## config.mk

```make
export PLATFORM = sky130hd
export DESIGN_NAME = hdmi_rd_ctrl
export DESIGN_NICKNAME = d
export VERILOG_FILES = /design/src/rtl/hdmi_rd_ctrl.sv
export SDC_FILE = /design/constraint.sdc
export NUM_CORES = 1
export LEC_CHECK = 0
export BUFFER_PORTS_ARGS = -buffer_cell sky130_fd_sc_hd__clkbuf_2
export CAP_MARGIN = 25
export CORE_ASPECT_RATIO = 0.9
export CORE_MARGIN = 3
export CORE_UTILIZATION = 30
export DETAILED_ROUTE_END_ITERATION = 16
export PLACE_DENSITY = 0.53
export SLEW_MARGIN = 0
export SYNTH_ARGS = -nofsm -noshare
export SYNTH_HDL_FRONTEND = slang
export SYNTH_SLANG_ARGS = --single-unit
```

## constraint.sdc

```tcl
create_clock -name hdmi_clk -period 10.79 [get_ports hdmi_clk]
set_input_delay 2.158 -clock hdmi_clk [delete_from_list [all_inputs] [get_ports hdmi_clk]]
set_output_delay 2.158 -clock hdmi_clk [all_outputs]
set_load 0.02 [all_outputs]
```

## src/rtl/hdmi_rd_ctrl.sv

```systemverilog
// hdmi_rd_ctrl: display-side frame-buffer read controller.
// Sequences each video frame (IDLE/LOAD/ACTIVE/DONE). It reloads the read
// FIFO at frame start, streams pixels to the display driver, flips between
// frame-buffer banks when the writer has finished the other one, and flags
// frames that are cut short.
// Optional feature: define HDMI_RD_CTRL_UFLOW_CNT_EN to build the saturating
// underflow counter. Without it, uflow_cnt is tied to zero.
module hdmi_rd_ctrl (
  input  logic        hdmi_clk,
  input  logic        rst_n,
  input  logic        video_vs,
  input  logic        rd_en,
  input  logic [10:0] h_disp,
  input  logic [10:0] v_disp,
  output logic [15:0] rd_data,
  output logic        fifo_rd,
  input  logic        fifo_empty,
  input  logic [15:0] fifo_q,
  output logic        rd_load,
  output logic        rd_bank,
  input  logic        wr_done,
  input  logic        wr_bank,
  output logic        frame_done,
  output logic        frame_err,
  output logic [15:0] uflow_cnt
);

  localparam logic [1:0] IDLE   = 2'd0;
  localparam logic [1:0] LOAD   = 2'd1;
  localparam logic [1:0] ACTIVE = 2'd2;
  localparam logic [1:0] DONE   = 2'd3;

  logic [1:0]  state_q, state_d;
  logic        vs_q, fs_q;
  logic [9:0]  ld_cnt_q;
  logic [21:0] pix_cnt_q, pix_nxt, total;
  logic        rd_vld_q, rd_load_q, rd_bank_q;
  logic        pend_q, pend_bank_q;
  logic        enter_load, done_hit;

  // Pixels expected in one frame. A zero dimension gives a zero total, so
  // ACTIVE finishes on its first cycle.
  assign total    = {11'd0, h_disp} * {11'd0, v_disp};
  assign pix_nxt  = pix_cnt_q + {21'd0, rd_en};
  assign done_hit = (pix_nxt >= total);

  // Frame start is the registered falling edge of video_vs.
  always_ff @(posedge hdmi_clk or negedge rst_n) begin
    if (!rst_n) begin
      vs_q <= 1'b0;
      fs_q <= 1'b0;
    end else begin
      vs_q <= video_vs;
      fs_q <= vs_q & ~video_vs;
    end
  end

  // Next-state logic. A frame start that arrives mid-frame aborts the frame.
  always_comb begin
    state_d    = state_q;
    enter_load = 1'b0;
    frame_err  = 1'b0;
    case (state_q)
      IDLE: if (fs_q) begin
        state_d    = LOAD;
        enter_load = 1'b1;
      end
      LOAD: if (!fifo_empty || ld_cnt_q == 10'h3FF) state_d = ACTIVE;
      ACTIVE: begin
        if (done_hit) state_d = DONE;
        else if (fs_q) begin
          frame_err  = 1'b1;
          state_d    = LOAD;
          enter_load = 1'b1;
        end
      end
      default: state_d = IDLE;
    endcase
  end

  // State register, the LOAD timeout counter and the pixel counter.
  always_ff @(posedge hdmi_clk or negedge rst_n) begin
    if (!rst_n) begin
      state_q   <= IDLE;
      ld_cnt_q  <= '0;
      pix_cnt_q <= '0;
    end else begin
      state_q  <= state_d;
      ld_cnt_q <= (state_q == LOAD) ? ld_cnt_q + 10'd1 : 10'd0;
      if (enter_load || state_q == DONE) pix_cnt_q <= '0;
      else if (state_q == ACTIVE)        pix_cnt_q <= pix_nxt;
    end
  end

  // Bank handover. The reload uses the pending state from before this edge,
  // so a wr_done that lands on LOAD entry is held for the following frame.
  always_ff @(posedge hdmi_clk or negedge rst_n) begin
    if (!rst_n) begin
      rd_load_q   <= 1'b0;
      rd_bank_q   <= 1'b0;
      pend_q      <= 1'b0;
      pend_bank_q <= 1'b0;
    end else begin
      rd_load_q <= enter_load;
      if (enter_load) begin
        if (pend_q) rd_bank_q <= pend_bank_q;
        pend_q <= 1'b0;
      end
      if (wr_done && (wr_bank != rd_bank_q)) begin
        pend_q      <= 1'b1;
        pend_bank_q <= wr_bank;
      end
    end
  end

  // The FIFO presents data one cycle after the strobe, so remember the strobe.
  always_ff @(posedge hdmi_clk or negedge rst_n) begin
    if (!rst_n) rd_vld_q <= 1'b0;
    else        rd_vld_q <= fifo_rd;
  end

  assign fifo_rd    = (state_q == ACTIVE) & rd_en & ~fifo_empty;
  assign rd_data    = rd_vld_q ? fifo_q : 16'h0000;
  assign rd_load    = rd_load_q;
  assign rd_bank    = rd_bank_q;
  assign frame_done = (state_q == DONE);

`ifdef HDMI_RD_CTRL_UFLOW_CNT_EN
  logic [15:0] uflow_q;
  logic        uflow;

  assign uflow = rd_en & ((state_q != ACTIVE) | fifo_empty);

  // Saturating count of pixel requests that could not be served.
  always_ff @(posedge hdmi_clk or negedge rst_n) begin
    if (!rst_n)                              uflow_q <= '0;
    else if (uflow && uflow_q != 16'hFFFF)   uflow_q <= uflow_q + 16'd1;
  end

  assign uflow_cnt = uflow_q;
`else
  assign uflow_cnt = 16'h0000;
`endif

endmodule

```

; ---- Word-level counts from Yosys, hierarchy flattened
; Cells that the tools add are included.
[word_totals]
regBits = 41
in_bits = 45
word_cells = 47
[classes]
addsub = 2
n_mul = 1
order_cmp = 1
n_eq_ne = 6
mux = 14
bitwise = 5
n_reduce_logical = 8
[op_table]
columns = operator, n
row1 = $mux 22, 2
row2 = $add 22x1->22, 1
row3 = $ge 22x22->1, 1
row4 = $mul 11x11->22, 1
row5 = $mux 16, 1
row6 = $add 10x1->10 const B, 1
row7 = $eq 10x10->1 const B, 1
row8 = $mux 10, 1
row9 = $mux 2, 3
row10 = $pmux 2 s3, 1
row11 = $mux 1, 5
row12 = $eq 2x2->1 const B, 2
row13 = $reduce_bool 2->1, 2
row14 = $and 1x1->1, 3
row15 = $eq 2x1->1 const B, 1
row16 = $logic_not 2->1, 1
row17 = $logic_or 1x1->1, 2
row18 = $ne 2x2->1 const B, 1
row19 = $not 1->1, 2
row20 = $pmux 1 s2, 1
row21 = $reduce_and 2->1, 1
row22 = $logic_and 1x1->1, 1
row23 = $logic_not 1->1, 1
row24 = $ne 1x1->1, 1

; ---- Longest topological paths before layout
; Gate-level depths: netlist of the first run.
[depth]
word_depth = 6
ltp_mapped = 27
depth_no_buf = 25

; ---- Least setup slack after synthesis of the first run
; Ideal clock, no wire load.
[synth_timing]
path_type = input -> output
startpoint = in v_disp[10]
endpoint = out frame_err
t_arrival_ps = 8014
path_slack_ps = 618
cell_stages = 22
path_buffers = 1
path_cell_list = clkbuf_1 > nand2_1 > fa_1 > fa_1 > inv_1 > fa_1 > fa_1 > inv_1 > fa_1 > inv_1 > ha_1 > a2111oi_0 > a22oi_1 > a311o_1 > a21oi_2 > xor2_1 > ha_1 > nand4_1 > nor4_2 > a211oi_1 > o211ai_2 > nor3_1
[synth_via]
elab_chain_len = 4
[synth_rtl]
columns = item, line_no
row1 = from (decl), 14  ; input logic [10:0] v_disp,
row2 = $mul 11x11->22, 43  ; assign total = {11'd0, h_disp} * {11'd0, v_disp};
row3 = $ge 22x22->1, 45  ; assign done_hit = (pix_nxt >= total);
row4 = $mux 1, 70  ; if (done_hit) state_d = DONE;
row5 = $mux 1, 63  ; case (state_q)
row6 = to (decl), 24  ; output logic frame_err,
; Every way passes these cells.

; ---- Worst setup path after layout of the first run
; Same ends and word-level chain as after synthesis.

==> out/metrics.yaml, run 1 <==
run_status:
  outcome: "complete, no violations"
timing:
  finalSetupViolations: 0
  fin_crit_ns: 10.37
  timing.final.crit_share_pct: 96.1
  rsz0062_at_grt: "no"
  fmax_mhz: 96.4
  drv_slew: 0
  worstMarginPinSlew_ns: 0.805
  worst_hold_slack_ns: 0.469
  hold_violations: 0
  setup_tns_ns: 0
  maxSlewHeadroom_pct: 46.3
  fin_ws_ns: 0.422
  finClkSkew_ns: 0.00583
route:
  drt_iter0_drc: 287
  wire_per_inst_um: 13.0
  firstDrtPassIters: 4
  drc: 0
  vias_per_cell: 4.71
  finalWirelength_um: 14300
  num_vias: 5146
  antenna_violating_nets_post_route: 0
placement:
  gp_congestion: 0.780
  dp_slack_ns: 0.307
  hpwl_um: 11800
  place.port_buffers: 65
clock_tree:
  cts_buffers: 5
  root_buffer: "clkbuf_16"
  cts.sinks: 41
  clockBufferDepth: 2
  cts_tree: "built"
  clkTransAtPathRegs_ns: 0.06
  postCtsHoldBufs: 0
  clock_latency_ns: 0.28
  htree_num_levels: 2
synth:
  ys_ff_latch: 41
  synth_most_common_cell: "inv_1"
  synth_area_um2: 6780
  synthTopCellsByCount: "inv_1 (109), and2_1 (85), ha_1 (85), fa_1 (80), nand2_1 (78)"
  seq_area_frac_synth_pct: 15.1
  ys_top_cells_by_area: "fa_1 (24%), ha_1 (16%), dfrtp_1 (15%), and2_1 (7.8%), inv_1 (6.0%)"
  avgSynthCellArea_um2: 8.96
  synthFlopType: "dfrtp_1"
  synth.distinct_cells: 57
  postSynthCellCount: 757
  synthArstFlopShare_pct: 100
  synth_edf_count: 0
  synth_top_cell_area_share_pct: 23.6
  yosys.area.top_type: "fa_1"
  ys_warn_count: 0
worst_setup_path:
  crit_type: "primary input to output port"
  crit_chain: "clkbuf_2 > nand2_1 > fa_1 > fa_1 > inv_1 > fa_1 > fa_1 > inv_1 > fa_1 > inv_1 > ha_1 > o21a_1 > o21ai_0 > a21oi_1 > nand4_1 > o31ai_1 > xnor2_1 > ha_1 > nand4_1 > nor4_2 > o211ai_1 > o211ai_2 > nor3_1 > clkbuf_2"
  crit_family: "adder cells"
  cp_num_cells: 24
  end_kind: "output port"
  crit_fanout: 11
  cp_slowest_cell: "fa_1"
  cp_slowest_stage_delay_ns: 0.55
  cp.required_ns: 8.63
  worstRegToRegCells: 15
  arrival_ns: 8.21
  critical_path.n_buffers_inverters: 5
  cp_common_cell: "fa_1"
  start_kind: "primary input"
pwr:
  p_leak_uw: 0.00380
  ir_drop_mv: 0.124
  p_per_area_nw_per_um2: 198
  power_uw: 1480
job:
  drv_cap: 0
hold_path:
  hold_class: "flip-flop to flip-flop"
  worstHoldPathCells: 1
layout:
  regMostFlops: "pix_cnt_q"
  postLayoutCoreUtil_pct: 34.0
  seq_area_um2: 1030
  nets: 1011
  fillers: 2329
  multi_input_area_um2: 5170
  drive_gt1_share_pct: 11.2
  syn_to_final_growth_pct: 10.1
  reg_top3: "pix_cnt_q x22, ld_cnt_q x10, state_q x2"
  largest_reg_flops: 22
  antenna_cells: 0
floorplan:
  die_h_um: 149
  fp.dieW_um: 165
  core-area_um2: 22000
  dieArea_um2: 24500
  io_pins: 82
  initial_core_util_pct: 30.9
  core.rowCount: 51
grt:
  grt_overflow: 0
  grt_use_total_pct: 12.1
  grt_pass1_vias: 5038
  antenna_found_initial: 0
  grt_start_max_net_pins: 42
  grt_pass1_wl_um: 24500
==> path summary, 6_finish.rpt <==
kind / from / slack, ns / end
max reg2reg: pix_cnt_q[0] / 6.67 / pix_cnt_q[20]
min in group asynchronous: rst_n / 1.94 / pend_bank_q
min reg2reg: vs_q / 0.47 / fs_q
min: vs_q / 0.47 / fs_q
max: v_disp[10] / 0.42 / frame_err
max in group asynchronous: rst_n / 8.48 / ld_cnt_q[6]
==> power breakdown <==
part           internal (µW)  total (µW)  switching, µW
combinational            483        1160            674
clock                   84.9         148           63.1
sequential               166         176           9.97
==> metal layers <==
metal	global-route usage, %	up-vias	wire length [µm]
li1	-	2517	-
met1	17.9	2539	7010
met2	19.7	85	6720
met3	1.31	5	463
met4	1.38	0	57
met5	0	-	0
==> cells by family (layout without fill, tap and decap cells) <==
family,Yosys count,in the layout,synth area share (%)
simple gates,244,244,19.1
fa+ha+maj,165,165,39.3
buf+inv,157,187,9.68
compound gates,105,105,10.9
xor+xnor,43,43,5.66
flops,41,41,15.1
other cells,1,16,0.0553
mux,1,1,0.166
==> metrics by stage <==
| stage | instances | instance area (µm²) |
|---|---|---|
| 5_1_grt | 1093 | 7470 |
| 3_3_place_gp | 1085 | 7320 |
| 3_5_place_dp | 1085 | 7320 |
| 2_1_floorplan | 772 | 6840 |
| 4_1_cts | 1093 | 7460 |
| 6_report | 1093 | 7470 |
==> cell usage in the layout (no fill, tap or decap), types with 2 or more instances in the layout <==
cell type / count
nand2b_1: 3
nand3_1: 18
a211o_1: 3
o21a_1: 6
o21ai_0: 19
and4_1: 3
dfrtp_1: 41
a31oi_1: 2
nand4_1: 7
nor3b_1: 3
or3_1: 3
o211ai_1: 2
fa_1: 80
nor4_1: 2
clkbuf_16: 5
ha_1: 85
nor2_1: 19
a22o_1: 20
and3_1: 5
a21o_1: 6
and2_1: 85
nor2b_1: 5
nand2_1: 78
clkinv_2: 2
xnor2_1: 22
buf_4: 5
xor2_1: 20
conb_1: 16
a21oi_1: 26
a22oi_1: 2
o2111ai_1: 2
clkbuf_2: 65
nor3_1: 5
a211oi_1: 3
inv_1: 109
==> timing repair <==
item / CTS / global route
setup buffers: 0 / 0
endpoints found under the hold margin: 0 / 0
endpoints found under the setup margin: 0 / 1
gates resized for setup: 0 / 2
==> final cells by class <==
cell class	instances	share of cell area, %
inverter	109	5.48
clock inverter	3	0.234
sequential	41	13.7
timing repair buffer	70	4.86
multi-input combinational	574	69.2
tap	291	4.87
clock buffer	5	1.67
No activity file was read; power rests on OpenSTA's default activity.
==> run 2: changes to the inputs <==
==> constraint.sdc (replaced) <==
create_clock -name hdmi_clk -period 13.45 [get_ports hdmi_clk]
set_input_delay 2.69 -clock hdmi_clk [delete_from_list [all_inputs] [get_ports hdmi_clk]]
set_output_delay 2.69 -clock hdmi_clk [all_outputs]
set_load 0.02 [all_outputs]
==> run 2 against run 1 <==
  * Non-clock buffer count down 3
  * Setup slack better by 1.4 ns
  * Clock power down 7%
  * Routed wire length down 1.4%
  * Combinational power down 21%
  * Sequential power down 19%
  * Sequential share of layout area about the same
  * Die area unchanged
  * Hold slack worse by 0.0078 ns
  * Critical endpoint unchanged
  * Largest cell class unchanged
  * Largest power group unchanged
==> out/metrics.yaml, run 2 (synthesized netlist as in run 1, its figures left out) <==
layout:
  reg_top3: "pix_cnt_q x22, ld_cnt_q x10, state_q x2"
  seq_area_um2: 1030
  fin_cells: 1090
  regMostFlops: "pix_cnt_q"
  final_common_cell: "inv_1"
  syn_to_final_growth_pct: 10.3
  largest_reg_flops: 22
  antenna_cells: 0
  postLayoutCellArea_um2: 7480
  drive_gt1_share_pct: 10.8
  fillers: 2345
  final_cell_mix: "inv_1 (109), and2_1 (85), ha_1 (85)"
  nets: 1008
  multi_input_area_um2: 5160
route:
  finalWirelength_um: 14000
  drc: 0
  antenna_violating_nets_post_route: 0
  wire_per_inst_um: 12.9
  drt_iter0_drc: 290
  num_vias: 5103
  firstDrtPassIters: 4
  vias_per_cell: 4.68
floorplan:
  core-area_um2: 22000
  initial_core_util_pct: 30.9
  dieArea_um2: 24500
  die_h_um: 149
  io_pins: 82
  core.rowCount: 51
  fp.dieW_um: 165
worst_setup_path:
  arrival_ns: 8.95
  worstRegToRegCells: 14
  worstReg2RegEnd: "pix_cnt_q[6]"
  crit_fanout: 11
  end_kind: "output port"
  r2r_start: "pix_cnt_q[0]"
  cp.required_ns: 10.76
  start_kind: "primary input"
  reg2reg_setup_slack_ns: 9.25
  crit_type: "primary input to output port"
grt:
  grt_overflow: 0
  grt_pass1_wl_um: 24800
  antenna_found_initial: 0
  grt_pass1_vias: 5156
  grt_use_total_pct: 12.1
  grt_start_max_net_pins: 31
pwr:
  switching_share_pct: 49.6
  p_int_uw: 604
  p_leak_uw: 0.00379
  p_clk_share_pct: 11.5
  power_frac_comb_pct: 76.7
  seq_power_share_pct: 11.8
  ir_drop_mv: 0.101
  p_per_area_nw_per_um2: 160
  switchingPower_uw: 595
hold_path:
  hold_class: "flip-flop to flip-flop"
  hp-start: "vs_q"
  holdPathEnd: "fs_q"
  worstHoldPathCells: 1
clock_tree:
  cts_tree: "built"
  postCtsHoldBufs: 0
  post_cts_buffers: 0
  htree_num_levels: 2
  clock_latency_ns: 0.28
  root_buffer: "clkbuf_16"
  cts_resized: 0
  clkTransAtPathRegs_ns: 0.06
  clockBufferDepth: 2
  cts.sinks: 41
  cts_buffers: 5
run_status:
  outcome: "complete, no violations"
timing:
  worstMarginPinSlew_ns: 0.799
  timing.final.crit_share_pct: 86.6
  fin_ws_ns: 1.81
  fin_crit_ns: 11.64
  setup_tns_ns: 0
  drv_slew: 0
  finClkSkew_ns: 0.00998
  fmax_mhz: 85.9
  maxSlewHeadroom_pct: 46.8
  rsz0062_at_grt: "no"
  finalSetupViolations: 0
  hold_violations: 0
placement:
  dp_cells: 1082
  hpwl_um: 11700
  dp_slack_ns: 1.83
  placed_area_um2: 7310
  gp_congestion: 0.772
  place.port_buffers: 65
job:
  drv_cap: 0
## run 2: stage by stage
step	utilization [%]	hold slack, ns	total power [µW]
final	34.1	0.461	1200
after global routing	34.1	0.475	1380
after CTS	34.1	0.465	1220
after detailed placement	33.3	0.451	1080
after global placement	33.2	0.448	1070
after floorplan	-	0.433	887
## run 2: worst max-delay path by stage
stage                      to  slack, ns  depth (start not counted)  startpoint
global route        frame_err       1.30                         24  v_disp[10]
detailed placement  frame_err       1.83                         20   h_disp[8]
global placement    frame_err       1.93                         23  v_disp[10]
finish              frame_err       1.81                         23  v_disp[10]
floorplan           frame_err       2.21                         22  v_disp[10]
CTS                 frame_err       1.79                         20   h_disp[8]
## run 2: cell type report
type,count,share of cell area (%)
repair buffers,67,4.72
clock buffers,5,1.67
multi-input cells,574,68.9
clock inverters,3,0.619
flip-flops and latches,41,13.7
well taps,291,4.87
inverters,109,5.47
## run 2: power groups by stage
| stage | clock (µW) | combinational, µW | sequential, µW |
|---|---|---|---|
| final | 138 | 920 | 142 |
| after global routing | 148 | 1090 | 143 |
| after CTS | 142 | 940 | 142 |
| after detailed placement | 0 | 932 | 144 |
| after global placement | 0 | 929 | 143 |
| after floorplan | 0 | 743 | 143 |
## run 2: worst max-delay path, stage by stage
cell,delay [ns]
clkbuf_2,0.21
nand2_1,0.11
fa_1,0.51
fa_1,0.54
inv_1,0.05
fa_1,0.51
fa_1,0.54
inv_1,0.05
fa_1,0.52
inv_1,0.04
ha_1,0.24
a2111oi_0,0.52
a22oi_1,0.21
a311o_1,0.38
a21oi_2,0.16
xor2_1,0.08
ha_1,0.28
nand4_1,0.17
nor4_2,0.38
o211ai_1,0.17
o211ai_2,0.34
nor3_1,0.08
clkbuf_2,0.16
## run 2: per-layer routing
metal,track usage [%],vias up,wire length [µm]
met5,0,-,0
met4,1.38,0,54
met3,1.03,7,450
met2,20.1,85,6660
met1,17.7,2497,6880
li1,-,2514,-
==> run 3: changes to the inputs <==
==> constraint.sdc (replaced) <==
create_clock -name hdmi_clk -period 13.45 [get_ports hdmi_clk]
set_input_delay 1.345 -clock hdmi_clk [delete_from_list [all_inputs] [get_ports hdmi_clk]]
set_output_delay 1.345 -clock hdmi_clk [all_outputs]
set_load 0.02 [all_outputs]
==> run 3 against run 2 <==
  * Utilization stayed put
  * Sequential power is essentially flat
  * Setup slack improved by 2.7 ns
  * Clock power about the same
  * Combinational power about the same
  * Cell count unchanged
  * Register-to-register slack hardly changed
  * Critical path type unchanged
==> out/metrics.yaml, run 3 (synthesized netlist as in run 1, its figures left out) <==
run_status:
  outcome: "complete, no violations"
timing:
  finalSetupViolations: 0
  fin_ws_ns: 4.51
  maxSlewHeadroom_pct: 46.9
  worstMarginPinSlew_ns: 0.797
  finClkSkew_ns: 0.00993
  hold_violations: 0
  drv_slew: 0
  setup_tns_ns: 0
  fin_crit_ns: 8.94
  rsz0062_at_grt: "no"
  fmax_mhz: 112
  timing.final.crit_share_pct: 66.5
clock_tree:
  postCtsHoldBufs: 0
  cts_tree: "built"
  htree_num_levels: 2
  clock_latency_ns: 0.28
  cts.sinks: 41
  cts_buffers: 5
  cts_resized: 0
  clockBufferDepth: 2
  clkTransAtPathRegs_ns: 0.06
  root_buffer: "clkbuf_16"
  post_cts_buffers: 0
layout:
  nets: 1008
  largest_reg_flops: 22
  final_cell_mix: "inv_1 (109), and2_1 (85), ha_1 (85)"
  antenna_cells: 0
  drive_gt1_share_pct: 10.8
  postLayoutCellArea_um2: 7480
  syn_to_final_growth_pct: 10.3
  final_common_cell: "inv_1"
  reg_top3: "pix_cnt_q x22, ld_cnt_q x10, state_q x2"
  regMostFlops: "pix_cnt_q"
  fillers: 2332
  postLayoutCoreUtil_pct: 34.1
worst_setup_path:
  critical_path.n_buffers_inverters: 5
  crit_type: "primary input to output port"
  reg2reg_setup_slack_ns: 9.24
  crit_chain: "clkbuf_2 > nand2_1 > fa_1 > fa_1 > inv_1 > fa_1 > fa_1 > inv_1 > fa_1 > inv_1 > ha_1 > a2111oi_0 > nand3_1 > a41o_1 > a211o_1 > ha_1 > nand4_1 > nor4_2 > o211ai_1 > o211ai_2 > nor3_1 > clkbuf_2"
  start_kind: "primary input"
  cp_num_cells: 22
  cp_slowest_stage_delay_ns: 0.54
  cp_slowest_cell: "fa_1"
  crit_fanout: 11
  end_kind: "output port"
  crit_family: "adder cells"
  cp.required_ns: 12.10
  arrival_ns: 7.60
  worstRegToRegCells: 14
  cp_common_cell: "fa_1"
floorplan:
  dieArea_um2: 24500
  initial_core_util_pct: 30.9
  io_pins: 82
  core.rowCount: 51
  die_h_um: 149
  core-area_um2: 22000
  fp.dieW_um: 165
job:
  drv_cap: 0
route:
  drc: 0
  wire_per_inst_um: 12.9
  firstDrtPassIters: 4
  antenna_violating_nets_post_route: 0
  drt_iter0_drc: 258
  finalWirelength_um: 14100
  num_vias: 5059
  vias_per_cell: 4.64
grt:
  grt_overflow: 0
  antenna_found_initial: 0
  grt_pass1_wl_um: 24300
  grt_use_total_pct: 11.9
  grt_pass1_vias: 5125
  grt_start_max_net_pins: 31
pwr:
  ir_drop_mv: 0.101
  p_per_area_nw_per_um2: 161
  p_leak_uw: 0.00379
placement:
  place.port_buffers: 65
  dp_slack_ns: 4.52
  gp_congestion: 0.771
  placed_area_um2: 7310
  hpwl_um: 11600
hold_path:
  hold_class: "flip-flop to flip-flop"
  worstHoldPathCells: 1
run 3: cell counts in the layout (fill, tap and decap cells not counted):
No cell type changed its count.
run 3: area by class of cell:
| type | instances | area, µm² | share of cell area, % |
|---|---|---|---|
| multi-input combinational | 574 | 5160 | 68.9 |
| inverter | 109 | 409 | 5.47 |
| sequential | 41 | 1030 | 13.7 |
| timing repair buffer | 67 | 353 | 4.72 |
| tap | 291 | 364 | 4.87 |
| clock buffer | 5 | 125 | 1.67 |
| clock inverter | 3 | 46.3 | 0.619 |
run 3: worst paths after layout:
check / startpoint / to
max: v_disp[10] / frame_err
min: vs_q / fs_q
max reg2reg: pix_cnt_q[0] / pix_cnt_q[6]
min reg2reg: vs_q / fs_q
max in group asynchronous: rst_n / ld_cnt_q[4]
min in group asynchronous: rst_n / pix_cnt_q[16]
run 3: per-layer routing:
metal	track usage [%]	wire length, µm	vias to the layer above
met5	0	0	-
met2	20.0	6570	76
met1	17.3	7040	2463
met4	1.43	85	0
met3	1.11	374	8
li1	-	-	2512
run 3: worst reg2reg max path, stage by stage, from the launching register on:
cell and delay [ns]:
dfrtp_1 0.36, ha_1 0.20, ha_1 0.20, nand3_1 0.14, nor2_1 0.22, nand3_1 0.25
nor3_1 0.29, xnor2_1 0.14, ha_1 0.34, nand4_1 0.17, nor4_2 0.38, o211ai_1 0.16
o211ai_2 0.34, o21a_1 0.69, a22o_1 0.27
run 3: power breakdown:
group,internal (µW),leakage (µW),switching (µW)
Sequential,133,0.000556,8.46
Clock,87.9,0.0000800,50.9
Combinational,384,0.00316,536
Total,605,0.00379,596
run 3: metrics by stage:
step	hold slack, ns	std cells	power [µW]
floorplan	0.433	772	887
global placement	0.448	1081	1070
detailed placement	0.451	1082	1070
CTS	0.465	1090	1220
global route	0.475	1090	1360
finish	0.461	1090	1200
